<file path="src/rtl/load_unit.sv">
// Load unit: accepts one load at a time from the pipeline, issues one word
// read (or two for a misaligned load when SPLIT_EN=1), aligns and extends the
// result and returns it as a one-cycle response pulse.
//
// Ports:
//   clk, reset_n                      clock, async active-low reset
//   req_valid/req_ready               request handshake
//   req_addr, req_fun3, req_rd        byte address, load type, destination tag
//   flush                             abort the load in flight (no response)
//   mem_req, mem_addr, mem_gnt        registered word-read request + grant
//   mem_rvalid, mem_rdata             read data return
//   rsp_valid, rsp_data, rsp_rd,      response pulse, result, tag, error flag
//   rsp_err
//   busy                              a load is in flight
module load_unit #(
    parameter int SPLIT_EN = 1
) (
    input  logic        clk,
    input  logic        reset_n,
    input  logic        req_valid,
    output logic        req_ready,
    input  logic [31:0] req_addr,
    input  logic [2:0]  req_fun3,
    input  logic [4:0]  req_rd,
    input  logic        flush,
    output logic        mem_req,
    output logic [31:0] mem_addr,
    input  logic        mem_gnt,
    input  logic        mem_rvalid,
    input  logic [31:0] mem_rdata,
    output logic        rsp_valid,
    output logic [31:0] rsp_data,
    output logic [4:0]  rsp_rd,
    output logic        rsp_err,
    output logic        busy
);
    typedef enum logic [2:0] {IDLE, REQ0, WAIT0, REQ1, WAIT1, RESP, DRAIN} state_t;

    state_t      state_q, state_d;
    logic [31:0] addr_q;
    logic [31:0] lo_q;
    logic [2:0]  fun3_q;
    logic        mis_q;
    logic        accept, bad_fun3, mis_in, err_in;
    logic [31:0] word_lo, word_hi, raw, result;

    assign req_ready = (state_q == IDLE) & ~flush;
    assign accept    = req_valid & req_ready;
    assign busy      = (state_q != IDLE);
    assign rsp_valid = (state_q == RESP) & ~flush;

    assign bad_fun3 = (req_fun3 == 3'b011) | (req_fun3 == 3'b110) | (req_fun3 == 3'b111);
    // Halfwords only cross a word at offset 3; words at any nonzero offset.
    assign mis_in   = ((req_fun3[1:0] == 2'b01) & (req_addr[1:0] == 2'b11)) |
                      ((req_fun3 == 3'b010) & (req_addr[1:0] != 2'b00));
    assign err_in   = bad_fun3 | (mis_in & (SPLIT_EN == 0));

    // In WAIT0 the incoming word is the low word (high word is zero for an
    // unsplit load); in WAIT1 the incoming word is the high word.
    assign word_lo = (state_q == WAIT1) ? lo_q : mem_rdata;
    assign word_hi = (state_q == WAIT1) ? mem_rdata : 32'h0;
    assign raw     = 32'({word_hi, word_lo} >> {addr_q[1:0], 3'b000});

    always_comb begin
        case (fun3_q)
            3'b000:  result = {{24{raw[7]}}, raw[7:0]};
            3'b001:  result = {{16{raw[15]}}, raw[15:0]};
            3'b100:  result = {24'h0, raw[7:0]};
            3'b101:  result = {16'h0, raw[15:0]};
            default: result = raw;
        endcase
    end

    always_comb begin
        state_d = state_q;
        case (state_q)
            IDLE:  if (accept) state_d = err_in ? RESP : REQ0;
            // A granted read still owes us data, so a flush must drain it.
            REQ0:  if (flush) state_d = mem_gnt ? DRAIN : IDLE;
                   else if (mem_gnt) state_d = WAIT0;
            WAIT0: if (mem_rvalid) state_d = flush ? IDLE : (mis_q ? REQ1 : RESP);
                   else if (flush) state_d = DRAIN;
            REQ1:  if (flush) state_d = mem_gnt ? DRAIN : IDLE;
                   else if (mem_gnt) state_d = WAIT1;
            WAIT1: if (mem_rvalid) state_d = flush ? IDLE : RESP;
                   else if (flush) state_d = DRAIN;
            RESP:  state_d = IDLE;
            DRAIN: if (mem_rvalid) state_d = IDLE;
            default: state_d = IDLE;
        endcase
    end

    always_ff @(posedge clk or negedge reset_n) begin
        if (!reset_n) begin
            state_q  <= IDLE;
            addr_q   <= 32'h0;
            lo_q     <= 32'h0;
            fun3_q   <= 3'b000;
            mis_q    <= 1'b0;
            mem_req  <= 1'b0;
            mem_addr <= 32'h0;
            rsp_data <= 32'h0;
            rsp_rd   <= 5'd0;
            rsp_err  <= 1'b0;
        end else begin
            state_q <= state_d;
            mem_req <= (state_d == REQ0) | (state_d == REQ1);
            if (accept) begin
                addr_q <= req_addr;
                fun3_q <= req_fun3;
                rsp_rd <= req_rd;
                mis_q  <= mis_in;
            end
            if (state_q == IDLE && state_d == REQ0)
                mem_addr <= {req_addr[31:2], 2'b00};
            // Second word wraps naturally through the 30-bit word index.
            if (state_q == WAIT0 && state_d == REQ1)
                mem_addr <= {addr_q[31:2] + 30'd1, 2'b00};
            if (state_q == WAIT0 && mem_rvalid)
                lo_q <= mem_rdata;
            // Only the error path enters RESP straight from IDLE.
            rsp_err <= (state_q == IDLE) & (state_d == RESP);
            if (state_d == RESP)
                rsp_data <= (state_q == IDLE) ? 32'h0 : result;
        end
    end
endmodule

</file>
<file path="config.mk">
export PLATFORM = sky130hd
export DESIGN_NAME = load_unit
export DESIGN_NICKNAME = d
export VERILOG_FILES = /design/src/rtl/load_unit.sv
export SDC_FILE = /design/constraint.sdc
export NUM_CORES = 1
export LEC_CHECK = 0
export ABC_CLOCK_PERIOD_IN_PS = 3650
export CELL_PAD_IN_SITES_DETAIL_PLACEMENT = 1
export CELL_PAD_IN_SITES_GLOBAL_PLACEMENT = 2
export CORE_MARGIN = 1
export CORE_UTILIZATION = 33
export DETAILED_ROUTE_END_ITERATION = 6
export PLACE_DENSITY_LB_ADDON = 0.2
export SLEW_MARGIN = 20
export SYNTH_ARGS = -nofsm -noshare
export SYNTH_HDL_FRONTEND = slang
export SYNTH_SLANG_ARGS = --single-unit
</file>
<file path="constraint.sdc">
create_clock -name clk -period 3.65 [get_ports clk]
set_clock_uncertainty 0.2 [all_clocks]
set_input_delay 0.9125 -clock clk [delete_from_list [all_inputs] [get_ports clk]]
set_output_delay 0.9125 -clock clk [all_outputs]
set_load 0.03 [all_outputs]
</file>
---- Word-level counts from Yosys, hierarchy flattened ----
Index checks and enable logic that the tools add are counted.
W data, S select, Z words.
cells by class
  add/sub/neg operators ................... 1
  multipliers ............................. 0
  div/mod/pow operators ................... 0
  order comparisons ....................... 0
  equal/unequal tests ..................... 18
  shift operators ......................... 1
  muxes and demuxes ....................... 21
  bitwise operators ....................... 11
  reduce and logical (&&, ||, !) cells .... 8
operators with widths
  kind                     number
  $mux W32                 5
  $pmux W32 S4             1
  $shr A64 B5 Y32          1
  $mux W3                  14
  $add A30 B1 Y30 const B  1
  $eq A3 B3 Y1 const B     8
  $pmux W3 S6              1
  $eq A3 B2 Y1 const B     5
  $eq A3 B1 Y1 const B     3
  $and A1 B1 Y1            6
  $logic_not A3 Y1         2
  $or A1 B1 Y1             4
  $reduce_bool A2 Y1       2
  $logic_and A1 B1 Y1      3
  $reduce_bool A3 Y1       1
  $eq A2 B1 Y1 const B     1
  $eq A2 B2 Y1 const B     1
  $not A1 Y1               1
storage, ports and cells
  flip-flop bits (word level) ............. 142
  bits in latches ......................... 0
  bits in writable memories ............... 0
  bits in read-only memories .............. 0
  input bits .............................. 78
  memories ................................ 0

---- Depth between registers and ports, before layout ----
  word-level depth ........................ 10
  depth in mapped cells ................... 10
  gate-level depth less buffers ........... 7

---- Worst setup path after synthesis ----
OpenSTA, ideal clock, no wires.
  path kind ............................... input to output
  start ................................... input port flush
  end ..................................... output port rsp_valid
  arrival ................................. 2062 ps
  required time ........................... 2538 ps
  slack ................................... 475 ps
  cell stages on the path ................. 2
  cells stage by stage .................... buf_2 nor4bb_1
between the ends
  word-level cells in the longest chain between the ends .. 2
ends and longest elaborated chain
  what                RTL line  RTL
  start: declaration  25        input logic flush,
  $not A1 Y1          50        assign rsp_valid = (state_q == RESP) & ~flush;
  $and A1 B1 Y1       50
  end: declaration    31        output logic rsp_valid,
No other way between the ends.

---- Final worst setup path ----
  start ................................... input port flush
  end ..................................... output port req_ready
between the ends
  word-level cells in the longest chain between the ends .. 2
ends and longest elaborated chain
  what              RTL line  RTL
  $not A1 Y1        47        assign req_ready = (state_q == IDLE) & ~flush;
  $and A1 B1 Y1     47
  end: declaration  21        output logic req_ready,
No other way between the ends.

==> metrics <==
result of the run finished with violations; failing checks design-rule violations; number of global-route vias before repair 6345; critical path type primary input to output pin; Die Area 23100 um^2; share of the synthesized area in the top cell type 47.1%; area post-placement 9230 um^2; Comb pwr share 46.7%; drt first-iter violations 241; RSZ-0062 raised after global routing false; most common cell in the netlist dfrtp_1; CP required 2.54 ns; Worst EP arrival 2.40 ns; YS warnings 0; first-pass GRT wire length 35800 um; crit path from flush; CORE AREA 22000 um^2; Detailed Routing Iterations Pass 1 6; Vert. Die Dim 152 um; CTS clk-pin slew, worst paths 0.06 ns; pwr/cell area 895 nW/um^2; share of layout cells above drive strength 1 18.0%; Area Overhead vs Synth 32.2%; top cells by count, synth dfrtp_1 (140), mux2_2 (79), nand2_1 (61); Net Switching 3.62 mW; # nets final 904; Clk network pwr share 20.2%; number of remaining DRC errors 16; wirelength, routed 22100 um; Fmax 285 MHz; Worst Hold Class primary input to asynchronous set/reset pin; Switching Share 41.2%; cells along the critical path clkdlybuf4s50_1, nor2_1, clkdlybuf4s50_1; syn_area_per_cell 10.8 um^2; Synth Instances 687; FF+latch count, synth 140; port buffer count 149; register area share after synthesis 47.1%; most used cell, CP clkdlybuf4s50_1; CTS Hold Bufs 0; H-tree levels 4; effective utilization at floorplan 33.9%; Hold Vio Cnt, Final 0; sequential share of power 33.2%; Worst Tran Pin Value 0.700 ns; num rows 54; kind of end point of the critical path output pin; VDD IR-drop max 0.380 mV; Int Pwr 5.18 mW; routed len/inst 19.8 um; Reg-to-Reg End rsp_data[9]$_DFFE_PN0N_; fin crit period 3.51 ns; hpwl dp 15800 um; design area 9830 um^2; post-route ant nets 0; CTS max path bufs 2; num ports 152; Main synth FF type dfrtp_1; post-synth cell types 57; clock root cell clkbuf_16; Resized cells post-CTS 0; CTS tree built; routed via count 5929; CP Max Fanout 12; final setup violation count 0; gr ovfl total 0; EDFF count, synth 0; maxcap violations 0; max incr delay on CP 0.68 ns; Final period util 96.1%; Routability Congestion 0.855; slowest cell on the critical path clkdlybuf4s50_1; Inserted Clock Buffers 17; largest net degree at the start of global routing 63; Slew headroom 53.3%; CTS sink cnt 140; Chip Width 152 um; total track usage 19.8%; setup TNS 0 ns; Synth Cell Area 7440 um^2; Synth area leaders dfrtp_1 (47%), mux2_2 (12%), mux2i_1 (6.5%), o21ai_0 (3.4%), nand2_1 (3.1%); RR Startpoint state_q[2]$_DFF_PN0_; clock insertion delay at the later pin of the skew report 0.43 ns; initial antenna violation count 3; drt via density 5.29; Worst setup endpoint req_ready; area leader, netlist dfrtp_1; setup bufs post-CTS 0; Worst R2R Path Depth 7; Slew Limit Fails 0; internal reg-to-reg setup slack 0.34 ns; Setup crit start kind primary input; Leak 3.95 nW; asr flop ratio synth 100%
[worst min-delay path by stage]
stage	to	from	cells past startpoint	slack, ns
2_1_floorplan	lo_q[15]$_DFFE_PN0P_	lo_q[15]$_DFFE_PN0P_	1	0.27
3_3_place_gp	rsp_data[6]$_DFFE_PN0N_	rsp_data[6]$_DFFE_PN0N_	2	0.28
3_5_place_dp	rsp_data[12]$_DFFE_PN0N_	rsp_data[12]$_DFFE_PN0N_	2	0.28
4_1_cts	lo_q[30]$_DFFE_PN0P_	reset_n	1	0.29
5_1_grt	lo_q[30]$_DFFE_PN0P_	reset_n	1	0.30
6_report	lo_q[30]$_DFFE_PN0P_	reset_n	1	0.26
[cells by family after synthesis]
group	after synthesis	synth area share, %
AOI/OAI and AO/OA	160	15.2
xor gates and xnor gates	31	3.65
adders and majority gates	1	0.168
buffers and inverters	56	3.45
DFF	140	47.1
muxes	129	19.1
other	1	0.0504
and+or+nand+nor	169	11.2
[cell type report]
type,count,area (um^2)
Inverter,6,22.5
Antenna cell,2,5.00
Fill cell,2385,12100
Multi-Input combinational cell,492,3700
Timing Repair Buffer,168,1660
Sequential cell,140,3500
Clock buffer,20,457
Clock inverter,12,139
Tap cell,280,350
[registers in the layout, indices dropped and copies added (netlist names)]
register,count
addr_q,32
lo_q,32
rsp_data,32
mem_addr,30
rsp_rd,5
fun3_q,3
state_q,3
mem_req,1
mis_q,1
rsp_err,1
[per-stage QoR]
stage	hold slack, ns	utilization (%)	std cells	worst slack (ns)	power [mW]
floorplan	0.272	-	688	0.475	5.51
global placement	0.279	42.0	1086	0.180	6.91
detailed placement	0.285	42.0	1086	0.00621	7.05
CTS	0.294	44.8	1118	0.154	8.87
global route	0.297	44.8	1120	0.0631	9.35
finish	0.258	44.8	1120	0.142	8.80
[power by group through the flow]
| stage | clock (mW) | combinational, mW | sequential [mW] |
|---|---|---|---|
| 3_5_place_dp | 0 | 4.10 | 2.95 |
| 2_1_floorplan | 0 | 2.16 | 3.34 |
| 5_1_grt | 1.89 | 4.41 | 3.05 |
| 4_1_cts | 1.81 | 4.13 | 2.93 |
| 3_3_place_gp | 0 | 4.01 | 2.91 |
| 6_report | 1.78 | 4.11 | 2.92 |
[critical path, delay by kind of cell]
| kind | cells | cell delay (ns) |
|---|---|---|
| AND/OR/NAND/NOR | 1 | 0.18 |
| buffers and inverters | 2 | 1.31 |
[layer usage]
metal / track usage [%] / vias to the layer above / share of wire [%]
met3: 4.01 / 27 / 4.2
met4: 5.83 / 2 / 1.5
met5: 0 / - / 0.050
met2: 29.3 / 121 / 44
met1: 29.0 / 2991 / 50
li1: - / 2788 / -
[placed cells by master, fill, tap and decap left out, drive strengths merged, types with 16 or more instances in the layout]
master	netlist	final
clkdlybuf4s50	0	147
dfrtp	140	140
mux2	79	79
nand2	61	61
o21ai	52	52
mux2i	48	48
nor2	36	36
nand3	21	21
buf	17	21
xor2	20	20
clkbuf	33	20
a21oi	19	19
o211ai	18	18
a22oi	16	16
Note: power is estimated with default switching activity, not from simulation.
